**config.mk**
```make
export PLATFORM = sky130hd
export DESIGN_NAME = mem_access_stage
export DESIGN_NICKNAME = d
export VERILOG_FILES = /design/src/rtl/mem_stage_pkg.sv /design/src/rtl/mem_wb_buffer.sv /design/src/rtl/mem_access_stage.sv
export SDC_FILE = /design/constraint.sdc
export NUM_CORES = 1
export LEC_CHECK = 0
export ABC_AREA = 1
export BUFFER_PORTS_ARGS = -buffer_cell sky130_fd_sc_hd__buf_2
export CAP_MARGIN = 20
export CORE_ASPECT_RATIO = 2
export CORE_MARGIN = 3
export CORE_UTILIZATION = 35
export CTS_CLUSTER_SIZE = 16
export DETAILED_ROUTE_END_ITERATION = 10
export GPL_TIMING_DRIVEN = 0
export PLACE_DENSITY_LB_ADDON = 0.25
export SETUP_SLACK_MARGIN = 0.2
export SLEW_MARGIN = 25
export SYNTH_ARGS = -nofsm -noshare
export SYNTH_HDL_FRONTEND = slang
export SYNTH_SLANG_ARGS = --single-unit
export TNS_END_PERCENT = 30
```
**constraint.sdc**
```tcl
create_clock -name clk -period 12.37 [get_ports clk]
set_input_delay 1.8555 -clock clk [delete_from_list [all_inputs] [get_ports clk]]
set_output_delay 1.8555 -clock clk [all_outputs]
set_load 0.01 [all_outputs]
```
**src/rtl/mem_stage_pkg.sv**
```systemverilog
// Shared definitions for the MEM pipeline stage: FSM encoding and the
// default bus timeout.
package mem_stage_pkg;

    typedef enum logic [1:0] {
        IDLE   = 2'd0,
        ACCESS = 2'd1,
        DONE   = 2'd2
    } state_t;

    localparam int TIMEOUT_CYCLES_DEFAULT = 255;

endpackage

```
**src/rtl/mem_wb_buffer.sv**
```systemverilog
// MEM/WB pipeline register. A bubble clears the two control bits and keeps
// the data fields, so a frozen instruction never writes back twice.
module mem_wb_buffer (
    input  logic        clk,
    input  logic        reset,
    input  logic        bubble_i,
    input  logic        regwrite_i,
    input  logic        memtoreg_i,
    input  logic [31:0] read_data_i,
    input  logic [31:0] alu_result_i,
    input  logic [4:0]  write_reg_i,
    output logic        regwrite_o,
    output logic        memtoreg_o,
    output logic [31:0] read_data_o,
    output logic [31:0] alu_result_o,
    output logic [4:0]  write_reg_o
);

    logic        regwrite_q;
    logic        memtoreg_q;
    logic [31:0] read_data_q;
    logic [31:0] alu_result_q;
    logic [4:0]  write_reg_q;

    always_ff @(posedge clk or posedge reset) begin
        if (reset) begin
            regwrite_q   <= 1'b0;
            memtoreg_q   <= 1'b0;
            read_data_q  <= 32'h0;
            alu_result_q <= 32'h0;
            write_reg_q  <= 5'h0;
        end else if (bubble_i) begin
            regwrite_q <= 1'b0;
            memtoreg_q <= 1'b0;
        end else begin
            regwrite_q   <= regwrite_i;
            memtoreg_q   <= memtoreg_i;
            read_data_q  <= read_data_i;
            alu_result_q <= alu_result_i;
            write_reg_q  <= write_reg_i;
        end
    end

    assign regwrite_o   = regwrite_q;
    assign memtoreg_o   = memtoreg_q;
    assign read_data_o  = read_data_q;
    assign alu_result_o = alu_result_q;
    assign write_reg_o  = write_reg_q;

endmodule

```
**src/rtl/mem_access_stage.sv**
```systemverilog
// MEM stage: drives the data-memory bus, stalls upstream while an access is
// in flight, resolves branches and feeds the MEM/WB register.
module mem_access_stage
    import mem_stage_pkg::*;
#(
    parameter int TIMEOUT_CYCLES = TIMEOUT_CYCLES_DEFAULT
) (
    input  logic        clk,
    input  logic        reset,
    input  logic        RegWrite_in,
    input  logic        MemtoReg_in,
    input  logic        MemRead_in,
    input  logic        MemWrite_in,
    input  logic        Branch_in,
    input  logic        Zero_in,
    input  logic [31:0] alu_result_in,
    input  logic [31:0] write_data_in,
    input  logic [4:0]  write_reg_in,
    output logic        mem_req,
    output logic        mem_we,
    output logic [31:0] mem_addr,
    output logic [31:0] mem_wdata,
    input  logic [31:0] mem_rdata,
    input  logic        mem_ready,
    output logic        stall,
    output logic        PCSrc,
    output logic        mem_error,
    output logic        RegWrite_out,
    output logic        MemtoReg_out,
    output logic [31:0] read_data_out,
    output logic [31:0] alu_result_out,
    output logic [4:0]  write_reg_out,
    output state_t      state_dbg_o
);

    localparam int CW = (TIMEOUT_CYCLES > 1) ? $clog2(TIMEOUT_CYCLES) : 1;

    // Bus handshake: mem_req rises on entry to ACCESS and holds addr/we/wdata
    // stable until the first edge that sees mem_ready=1 (or the timeout),
    // where it drops. mem_ready is ignored whenever mem_req is low.
    state_t        state_q, state_d;
    logic [CW-1:0] cnt_q, cnt_d;
    logic          req_q, req_d;
    logic          we_q, we_d;
    logic [31:0]   addr_q, addr_d;
    logic [31:0]   wdata_q, wdata_d;
    logic [31:0]   rdata_q, rdata_d;
    logic          abort_q, abort_d;
    logic          err_q, err_d;
    logic          stall_c;

    logic mem_op, aligned, access, misaligned_op, timeout_hit;

    assign mem_op        = MemRead_in | MemWrite_in;
    assign aligned       = (alu_result_in[1:0] == 2'b00);
    assign access        = mem_op & aligned;
    assign misaligned_op = mem_op & ~aligned;
    assign timeout_hit   = (cnt_q == CW'(TIMEOUT_CYCLES - 1));

    always_ff @(posedge clk or posedge reset) begin
        if (reset) begin
            state_q <= IDLE;
            cnt_q   <= '0;
            req_q   <= 1'b0;
            we_q    <= 1'b0;
            addr_q  <= 32'h0;
            wdata_q <= 32'h0;
            rdata_q <= 32'h0;
            abort_q <= 1'b0;
            err_q   <= 1'b0;
        end else begin
            state_q <= state_d;
            cnt_q   <= cnt_d;
            req_q   <= req_d;
            we_q    <= we_d;
            addr_q  <= addr_d;
            wdata_q <= wdata_d;
            rdata_q <= rdata_d;
            abort_q <= abort_d;
            err_q   <= err_d;
        end
    end

    always_comb begin
        state_d = state_q;
        cnt_d   = cnt_q;
        req_d   = req_q;
        we_d    = we_q;
        addr_d  = addr_q;
        wdata_d = wdata_q;
        rdata_d = rdata_q;
        abort_d = abort_q;
        err_d   = err_q;
        stall_c = 1'b0;
        unique case (state_q)
            IDLE: begin
                if (access) begin
                    stall_c = 1'b1;
                    state_d = ACCESS;
                    req_d   = 1'b1;
                    we_d    = MemWrite_in & ~MemRead_in;
                    addr_d  = alu_result_in;
                    wdata_d = write_data_in;
                    cnt_d   = '0;
                    abort_d = 1'b0;
                    rdata_d = 32'h0;
                end else if (misaligned_op) begin
                    err_d = 1'b1;
                end
            end
            ACCESS: begin
                stall_c = 1'b1;
                cnt_d   = cnt_q + CW'(1);
                if (mem_ready) begin
                    rdata_d = mem_rdata;
                    req_d   = 1'b0;
                    state_d = DONE;
                end else if (timeout_hit) begin
                    req_d   = 1'b0;
                    err_d   = 1'b1;
                    rdata_d = 32'h0;
                    abort_d = 1'b1;
                    state_d = DONE;
                end
            end
            DONE: begin
                state_d = IDLE;
            end
            default: begin
                state_d = IDLE;
            end
        endcase
    end

    // What MEM/WB captures when not stalled: completed accesses use the
    // latched read data; misaligned or aborted accesses never write back.
    logic        wb_regwrite;
    logic [31:0] wb_read_data;

    always_comb begin
        wb_regwrite  = RegWrite_in;
        wb_read_data = 32'h0;
        if (state_q == DONE) begin
            wb_regwrite = RegWrite_in & ~abort_q;
            if (MemRead_in) begin
                wb_read_data = rdata_q;
            end
        end else if (misaligned_op) begin
            wb_regwrite = 1'b0;
        end
    end

    mem_wb_buffer u_mem_wb (
        .clk          (clk),
        .reset        (reset),
        .bubble_i     (stall_c),
        .regwrite_i   (wb_regwrite),
        .memtoreg_i   (MemtoReg_in),
        .read_data_i  (wb_read_data),
        .alu_result_i (alu_result_in),
        .write_reg_i  (write_reg_in),
        .regwrite_o   (RegWrite_out),
        .memtoreg_o   (MemtoReg_out),
        .read_data_o  (read_data_out),
        .alu_result_o (alu_result_out),
        .write_reg_o  (write_reg_out)
    );

    assign stall       = stall_c & ~reset;
    assign PCSrc       = Branch_in & Zero_in;
    assign mem_req     = req_q;
    assign mem_we      = we_q;
    assign mem_addr    = addr_q;
    assign mem_wdata   = wdata_q;
    assign mem_error   = err_q;
    assign state_dbg_o = state_q;

endmodule

```
==> results.yml <==
critical_path:
  end_kind: "primary output"
  crit_required_ns: 10.51
  arrival_ns: 2.96
  worst_setup_path_start_kind: "input port"
  critPathKind: "in2out"
  crit_fanout: 10
synth:
  ys_seq_area_share_pct: 63.3
  synth_warnings: 0
  syn_area_per_cell_um2: 9.27
  synth.largest_area_cell: "dfrtp_1"
  synth_top_area_share_pct: 63.3
  syn_inst: 771
  synth-seq-cells: 181
  synth_area_um2: 7150
  ys_top_cells_by_area: "dfrtp_1, nand2_1, o21ai_0, nand3_1, inv_1"
  synth_cell_type_count: 27
  synth_nets: 883
clock_network:
  clock_path_buffers: 2
  cts_tree: "yes"
  clk_pin_slew_ns: 0.07
  cts_sinks: 181
  cts_resized: 0
  ctsHoldBuffers: 0
  cts-root-buf: "clkbuf_16"
  htreeDepth: 4
  tritoncts.num_buffers: 17
  clock_latency_ns: 0.44
  cts_setup_buffers: 0
grt:
  first_global_vias: 6143
  grt_max_degree: 96
  grtUsageTotal_pct: 18.5
  grt_remaining_overflow: 0
  antenna_found_initial: 2
  grt_pass1_wl_mm: 32.0
floorplan:
  fp.dieH_um: 208
  start_util_pct: 35.7
  dieArea_um2: 22300
  pin_count: 252
  rows: 73
  die_w_um: 107
  core-area_um2: 20000
power:
  leakagePower_nw: 5.37
  power.density_nw_per_um2: 176
  p_comb_share_pct: 20.6
  p_sw_share_pct: 31.1
  pwr-share-seq_pct: 45.8
  vdd_drop_max_v: 0.0000836
  switchingPower_mw: 0.511
  clkPwrFrac_pct: 33.6
  intPower_mw: 1.13
detailed_routing:
  routed_wl_mm: 19.7
  wire_per_inst_um: 14.9
  route.detailed.drc: 0
  vias: 5882
  drtIter0Drc: 221
  viasPerCell: 4.46
  dr.pass1.iters: 5
  route.antenna.remaining_nets: 0
layout:
  stdcell_area_um2: 9360
  syn_to_final_growth_pct: 31.0
  final_cell_mix: "nand2_1, buf_2, dfrtp_1"
  drive_gt1_share_pct: 32.7
  nNetsFinal: 1153
  final_common_cell: "nand2_1"
place:
  placed_area_um2: 8760
  dp_hpwl_mm: 14.8
  portBuffers: 250
  place_congestion: 0.796
timing:
  worst_pin_slew_ns: 0.622
  relSlewSlack_pct: 58.5
  setup_tns_ns: 0
  holdWs_ns: 0.459
  hold_viol: 0
  fin_skew_ns: 0.00964
  rsz0062_at_grt: "false"
  maxSlewViolCount: 0
  fin_crit_ns: 4.82
  period_share_pct: 38.9
  setup_viol: 0
  max_freq_mhz: 208
run_status:
  outcome: "finished clean"
flow_run:
  drv_cap: 0
worst_hold_path:
  min_path_type: "reg2reg"
-- state kept, by name, summed over array words and instances (netlist names) --
register	flops
u_mem_wb.read_data_o	32
mem_wdata	32
cnt_q	8
rdata_q	32
u_mem_wb.alu_result_o	32
mem_addr	32
mem_req	1
mem_error	1
state_dbg_o	2
mem_we	1
u_mem_wb.write_reg_o	5
u_mem_wb.regwrite_o	1
u_mem_wb.memtoreg_o	1
abort_q	1
-- cell families after synthesis --
group                      after synthesis  synth area share (%)
DFF                                    181                  63.3
buffers and inverters                   89                  6.58
adders and majority gates                2                 0.350
AOI/OAI and AO/OA                       76                  6.00
and+or+nand+nor                        423                  23.7
-- stage by stage --
stage	power [mW]	utilization, %	worst slack (ns)	std cells
floorplan	0.951	-	5.60	771
global placement	1.10	43.6	3.31	1283
detailed placement	1.11	43.8	7.51	1284
CTS	1.67	46.8	7.51	1316
global route	1.74	46.8	7.45	1318
finish	1.65	46.8	7.55	1318
-- critical path, stage by stage --
cell     delay (ns)
buf_2          0.11
nor2_1         0.18
nand3_2        0.16
nand2_4        0.16
inv_1          0.06
buf_2          0.20
nor2_1         0.10
buf_2          0.13
-- synth_stat cells --
master    count
nor2_2        1
nor2_8        1
inv_1        47
clkbuf_2      2
nand3_1      36
buf_4         3
o21bai_1      1
o21ai_0      38
nand2_2       7
o21ai_2      10
inv_4         1
o21ai_1      19
ha_1          2
nand2_1     361
o22ai_1       1
a21boi_0      1
nor2_1       13
buf_6        10
nand3_2       2
o31ai_1       2
buf_8         2
buf_2        18
clkbuf_1      4
inv_2         2
a21oi_1       4
dfrtp_1     181
nand2_4       2
-- cell type report --
| cell class | count | area [um2] |
|---|---|---|
| diodes | 2 | 5.00 |
| plain buffers | 39 | 280 |
| clock buffers | 17 | 425 |
| clock inverters | 15 | 169 |
| fillers | 2061 | 10600 |
| inverters | 50 | 198 |
| multi-input cells | 501 | 2150 |
| flip-flops and latches | 181 | 4530 |
| well taps | 262 | 328 |
| repair buffers | 251 | 1280 |
-- routing by layer --
layer | up-vias | wire length [um] | track usage [%]
met1 | 2749 | 7290 | 19.9
met3 | 27 | 1070 | 4.50
met2 | 178 | 10800 | 33.6
li1 | 2928 | - | -
met4 | 0 | 546 | 8.08
met5 | - | 0 | 0
-- worst paths after layout --
path | from | endpoint | slack, ns | cells after the start
max in group asynchronous | reset | mem_wdata[24] | 9.96 | 3
hold reg to reg | mem_addr[0] | mem_addr[0] | 0.46 | 2
setup / recovery | alu_result_in[0] | stall | 7.55 | 8
min in group asynchronous | reset | u_mem_wb.read_data_o[20] | 1.51 | 2
setup reg to reg | cnt_q[0] | rdata_q[26] | 10.82 | 10
hold / removal | mem_addr[0] | mem_addr[0] | 0.46 | 2
-- power by group through the flow --
| stage | sequential, mW | clock, mW | combinational [mW] |
|---|---|---|---|
| after floorplan | 0.798 | 0 | 0.153 |
| final | 0.754 | 0.552 | 0.340 |
| after detailed placement | 0.764 | 0 | 0.349 |
| after global placement | 0.761 | 0 | 0.343 |
| after CTS | 0.753 | 0.571 | 0.350 |
| after global routing | 0.767 | 0.593 | 0.384 |
(Power assumes the default switching activity.)
